<file path="src/rtl/cordic_phase_gen.sv">
// Angle-stream NCO feeding a rotation-mode CORDIC core: emits z = phase_init + k*phase_inc
// over a valid/ready handshake with fixed x/y, for a counted run or until stopped.
module cordic_phase_gen #(
    parameter int XY_W    = 16,
    parameter int ANGLE_W = 32,
    parameter int CNT_W   = 16,
    parameter int X_INIT  = 19898
) (
    input  logic                      clk,
    input  logic                      rst_n,
    input  logic                      start,
    input  logic                      stop,
    input  logic        [ANGLE_W-1:0] phase_init,
    input  logic        [ANGLE_W-1:0] phase_inc,
    input  logic        [CNT_W-1:0]   num_samples,
    output logic                      in_valid,
    input  logic                      in_ready,
    output logic signed [XY_W-1:0]    x_in,
    output logic signed [XY_W-1:0]    y_in,
    output logic signed [ANGLE_W-1:0] z_in,
    output logic                      busy,
    output logic                      done
);

    typedef enum logic {IDLE, RUN} state_t;

    localparam logic [XY_W-1:0] X_INIT_V = XY_W'(X_INIT);

    state_t               state_q, state_d;
    logic                 valid_q, valid_d;
    logic                 done_q, done_d;
    logic                 stop_pend_q, stop_pend_d;
    logic                 cont_q, cont_d;
    logic [CNT_W-1:0]     remaining_q, remaining_d;
    logic [ANGLE_W-1:0]   inc_q, inc_d;
    logic [ANGLE_W-1:0]   z_q, z_d;
    logic [XY_W-1:0]      x_q, x_d;
    logic [XY_W-1:0]      y_q, y_d;
    logic                 accept;
    logic                 last_beat;

    assign accept    = valid_q & in_ready;
    // A stop arriving on the same edge as an accepted beat makes that beat the last one.
    assign last_beat = (!cont_q && remaining_q == CNT_W'(1)) || stop_pend_q || stop;

    always_comb begin
        state_d     = state_q;
        valid_d     = valid_q;
        done_d      = 1'b0;
        stop_pend_d = stop_pend_q;
        cont_d      = cont_q;
        remaining_d = remaining_q;
        inc_d       = inc_q;
        z_d         = z_q;
        x_d         = x_q;
        y_d         = y_q;
        case (state_q)
            IDLE: begin
                if (start) begin
                    inc_d       = phase_inc;
                    remaining_d = num_samples;
                    cont_d      = (num_samples == '0);
                    stop_pend_d = 1'b0;
                    z_d         = phase_init;
                    x_d         = X_INIT_V;
                    y_d         = '0;
                    valid_d     = 1'b1;
                    state_d     = RUN;
                end
            end
            RUN: begin
                if (accept) begin
                    if (last_beat) begin
                        valid_d     = 1'b0;
                        done_d      = 1'b1;
                        stop_pend_d = 1'b0;
                        state_d     = IDLE;
                    end else begin
                        z_d = z_q + inc_q;
                        if (!cont_q) begin
                            remaining_d = remaining_q - CNT_W'(1);
                        end
                    end
                end else if (stop) begin
                    stop_pend_d = 1'b1;
                end
            end
            default: state_d = IDLE;
        endcase
    end

    always_ff @(posedge clk or negedge rst_n) begin
        if (!rst_n) begin
            state_q     <= IDLE;
            valid_q     <= 1'b0;
            done_q      <= 1'b0;
            stop_pend_q <= 1'b0;
            cont_q      <= 1'b0;
            remaining_q <= '0;
            inc_q       <= '0;
            z_q         <= '0;
            x_q         <= '0;
            y_q         <= '0;
        end else begin
            state_q     <= state_d;
            valid_q     <= valid_d;
            done_q      <= done_d;
            stop_pend_q <= stop_pend_d;
            cont_q      <= cont_d;
            remaining_q <= remaining_d;
            inc_q       <= inc_d;
            z_q         <= z_d;
            x_q         <= x_d;
            y_q         <= y_d;
        end
    end

    assign in_valid = valid_q;
    assign busy     = (state_q == RUN);
    assign done     = done_q;
    assign z_in     = z_q;
    assign x_in     = x_q;
    assign y_in     = y_q;

endmodule

</file>
<file path="config.mk">
export PLATFORM = sky130hd
export DESIGN_NAME = cordic_phase_gen
export DESIGN_NICKNAME = d
export VERILOG_FILES = /design/src/rtl/cordic_phase_gen.sv
export SDC_FILE = /design/constraint.sdc
export NUM_CORES = 1
export LEC_CHECK = 0
export BUFFER_PORTS_ARGS = -buffer_cell sky130_fd_sc_hd__buf_2
export CAP_MARGIN = 10
export CORE_MARGIN = 5
export CORE_UTILIZATION = 50
export CTS_BUF_LIST = sky130_fd_sc_hd__clkbuf_2 sky130_fd_sc_hd__clkbuf_4 sky130_fd_sc_hd__clkbuf_8
export DETAILED_ROUTE_END_ITERATION = 6
export PLACE_DENSITY = 0.76
export RECOVER_POWER = 100
export SETUP_SLACK_MARGIN = 0.2
export SKIP_CTS_REPAIR_TIMING = 1
export SYNTH_ARGS = -nofsm -noshare
export SYNTH_HDL_FRONTEND = slang
export SYNTH_SLANG_ARGS = --single-unit
</file>
<file path="constraint.sdc">
create_clock -name clk -period 2.9 [get_ports clk]
set_clock_uncertainty 0.2 [all_clocks]
set_input_delay 0.29 -clock clk [delete_from_list [all_inputs] [get_ports clk]]
set_output_delay 0.29 -clock clk [all_outputs]
set_load 0.005 [all_outputs]
</file>
==> impl_metrics.py <==
metrics = {
    "routing": {
        "dr.pass1.iters": 5,
        "drtIter0Drc": 424,
        "drc": 0,
        "post_drt_wl_per_cell_um": 16.65,
        "vias_per_cell": 5.601,
        "routed_wl_um": 17020,
        "num_vias": 5724,
        "final_antenna_net_count": 0,
    },
    "logic_synthesis": {
        "synthSimpleGateAreaFrac_pct": 20.03,
        "yosysTopAreaCell": "dfrtp_1",
        "synth.distinct_cells": 59,
        "synth_fa_ha_area_share_pct": 7.486,
        "ys_async_sr_fraction_pct": 100.0,
        "ys_seq_area_share_pct": 37.21,
        "ys_ff_latch": 86,
        "synth_xor_area_share_pct": 4.241,
        "synthTopCellsByArea": "dfrtp_1 37%, nand2_1 10%, ha_1 7.1%, a21oi_1 5.7%, buf_4 4.0%",
        "synth-edff-count": 0,
        "yosys-mux-area-fraction_pct": 1.904,
        "synth_top_family_by_area": "compound AO/OA/AOI/OAI gates",
        "synth_compound_area_share_pct": 22.24,
        "yosysTopAreaCellShare_pct": 37.21,
        "ys.flop_type": "dfrtp_1",
        "avgSynthCellArea_um2": 8.250,
        "yosys_warnings": 0,
        "synth.cell_area_um2": 5783,
        "synth_cells": 701,
    },
    "layout": {
        "seq_area_um2": 2155,
        "stdcell_count": 1022,
        "layout_common_cells": "154 x nand2_1, 100 x buf_2, 84 x dfrtp_1, 64 x a21oi_1, 43 x dlygate4sd3_1",
        "drive_gt1_share_pct": 20.59,
        "final_common_cell": "nand2_1",
        "antenna_cells": 0,
        "area_delta_synth_final_pct": 27.37,
        "nFillCells": 997,
        "nets": 993,
        "fin_util_pct": 64.78,
        "multiInputGateArea_um2": 3507,
    },
    "grt": {
        "grt_max_degree": 45,
        "grt_pass1_wl_um": 26390,
        "grt_usage_pct": 22.90,
        "antenna_found_initial": 0,
        "globalRouteOverflowTotal": 0,
        "grt_pass1_vias": 5375,
    },
    "timing": {
        "worst_slack_ns": 0.01156,
        "worst_slew_pin_slew_ns": 1.181,
        "timing.slew.headroom_pct": 21.29,
        "hold_viol_final": 1,
        "setup_viol": 0,
        "whs_ns": -0.01719,
        "period_needed_ns": 2.888,
        "timing.fmax_mhz": 346.2,
        "finalCritPeriodShare_pct": 99.60,
        "slew_violations": 0,
        "rsz0062_at_grt": "yes",
    },
    "clocking": {
        "clockBufferDepth": 2,
        "cts_buffers": 9,
        "cts_tree": "yes",
        "h-tree-depth": 3,
        "root_buffer": "clkbuf_8",
        "cts_sinks": 86,
        "clkSlewWorstSetupHoldPaths_ns": 0.09,
        "clock_latency_ns": 0.37,
    },
    "job": {
        "cap_violations": 0,
    },
    "floorplanning": {
        "rows": 39,
        "die_w_um": 117.5,
        "die_h_um": 117.5,
        "core_um2": 11370,
        "start_util_pct": 50.86,
        "die_area_um2": 13820,
        "pin_count": 152,
    },
    "worst_setup_path": {
        "end_kind": "flip-flop",
        "worstReg2RegStart": "z_in[0]$_DFFE_PN0P_",
        "regToRegEndpoint": "z_in[26]$_DFFE_PN0P_",
        "arrival_ns": 2.95,
        "path_class": "flip-flop to flip-flop",
        "required_ns": 2.96,
        "rrSetupSlack_ns": 0.01,
        "crit_fanout": 4,
        "cp-start-kind": "flip-flop",
        "reg2reg_depth": 10,
    },
    "placed_design": {
        "post-place-ws_ns": 0.01965,
        "post-dp-hpwl_um": 12000,
        "placed_cells": 956,
        "gp_congestion": 0.9557,
        "port_buffers": 128,
    },
    "worst_hold_path": {
        "worst_hold_startpoint": "num_samples[10]",
        "min_path_cells": 3,
        "hold_class": "primary input to flip-flop",
        "min_to": "remaining_q[10]$_DFFE_PN0P_",
    },
    "power_and_ir_drop": {
        "leakagePower_uw": 0.003764,
        "peakVddDrop_mv": 0.2703,
        "powerDensity_nw_per_um2": 331.3,
        "finalPower_uw": 2441,
    },
    "run_status": {
        "failed_checks": "hold timing",
        "status": "finished, violations left",
    },
}
[sequential cells by signal, summed over array words and instances, names as in the netlist]
signal,cells
stop_pend_q,1
x_in,1
done,1
remaining_q,16
inc_q,32
busy,1
cont_q,1
z_in,32
in_valid,1
[critical path, stage by stage (launching register included)]
cell      delay [ns]
dfrtp_1         0.43
ha_4            0.19
fa_2            0.39
a211oi_4        0.27
nor4_2          0.09
o31ai_2         0.31
o21a_1          0.26
o21ai_4         0.09
a211oi_2        0.25
mux2i_1         0.21
nand3_1         0.08
[worst max path at each step]
stage | end | from | cells past startpoint
2_1_floorplan | z_in[26]$_DFFE_PN0P_ | z_in[0]$_DFFE_PN0P_ | 10
3_3_place_gp | z_in[26]$_DFFE_PN0P_ | z_in[0]$_DFFE_PN0P_ | 10
3_5_place_dp | z_in[26]$_DFFE_PN0P_ | z_in[0]$_DFFE_PN0P_ | 10
4_1_cts | z_in[26]$_DFFE_PN0P_ | z_in[0]$_DFFE_PN0P_ | 10
5_1_grt | z_in[31]$_DFFE_PN0P_ | z_in[0]$_DFFE_PN0P_ | 10
6_report | z_in[26]$_DFFE_PN0P_ | z_in[0]$_DFFE_PN0P_ | 10
[cells in the mapped netlist (all sizes together) (4+ instances only)]
master	number
nand2	154
dfrtp	86
a21oi	66
o21ai	55
buf	40
nor2	40
ha	33
clkbuf	21
nand3	16
xnor2	16
a21o	15
nor3	14
a211oi	12
xor2	12
mux2i	11
inv	10
nand4	8
nor4	8
nand2b	7
o21bai	7
o22ai	7
or3	6
a22oi	5
and3	5
a2bb2oi	4
a31oi	4
o211ai	4
o31ai	4
[power breakdown]
| part | internal (µW) | switching [µW] | leakage, µW |
|---|---|---|---|
| sequential | 1220 | 18.2 | 0.00113 |
| combinational | 140 | 149 | 0.00253 |
| clock | 464 | 445 | 0.000106 |
[routing by layer]
layer  routed length, µm  GRT usage, %  part of all wire, %
met5                   0             0                    0
met4                 212         6.738                  1.2
met2                8063         35.68                   47
met1                7520         31.75                   44
met3                1221         5.526                  7.2
[logic make-up (layout without fill, tap and decap cells)]
family	Yosys count	in the layout
fa+ha+maj	34	34
buf+inv	72	228
compound gates	206	206
xor+xnor	28	28
mux	11	11
simple gates	263	263
other cells	1	23
flops	86	86
[through the flow]
| stage | hold slack [ns] | area [µm²] | setup TNS [ns] |
|---|---|---|---|
| 4_1_cts | -0.2719 | 6769 | 0 |
| 6_report | -0.01719 | 7366 | 0 |
| 3_5_place_dp | 0.1355 | 6560 | 0 |
| 2_1_floorplan | -0.2056 | 5884 | 0 |
| 3_3_place_gp | 0.1265 | 6560 | 0 |
| 5_1_grt | 0.00009959 | 7366 | -0.3017 |
[final cells by class]
cell class / instances / share of cell area, %
multi-input cells: 565 / 47.61
flip-flops and latches: 86 / 29.25
repair buffers: 201 / 17.31
well taps: 143 / 2.429
clock buffers: 13 / 2.259
clock inverters: 3 / 0.5775
inverters: 11 / 0.5606
(Power assumes the default switching activity.)
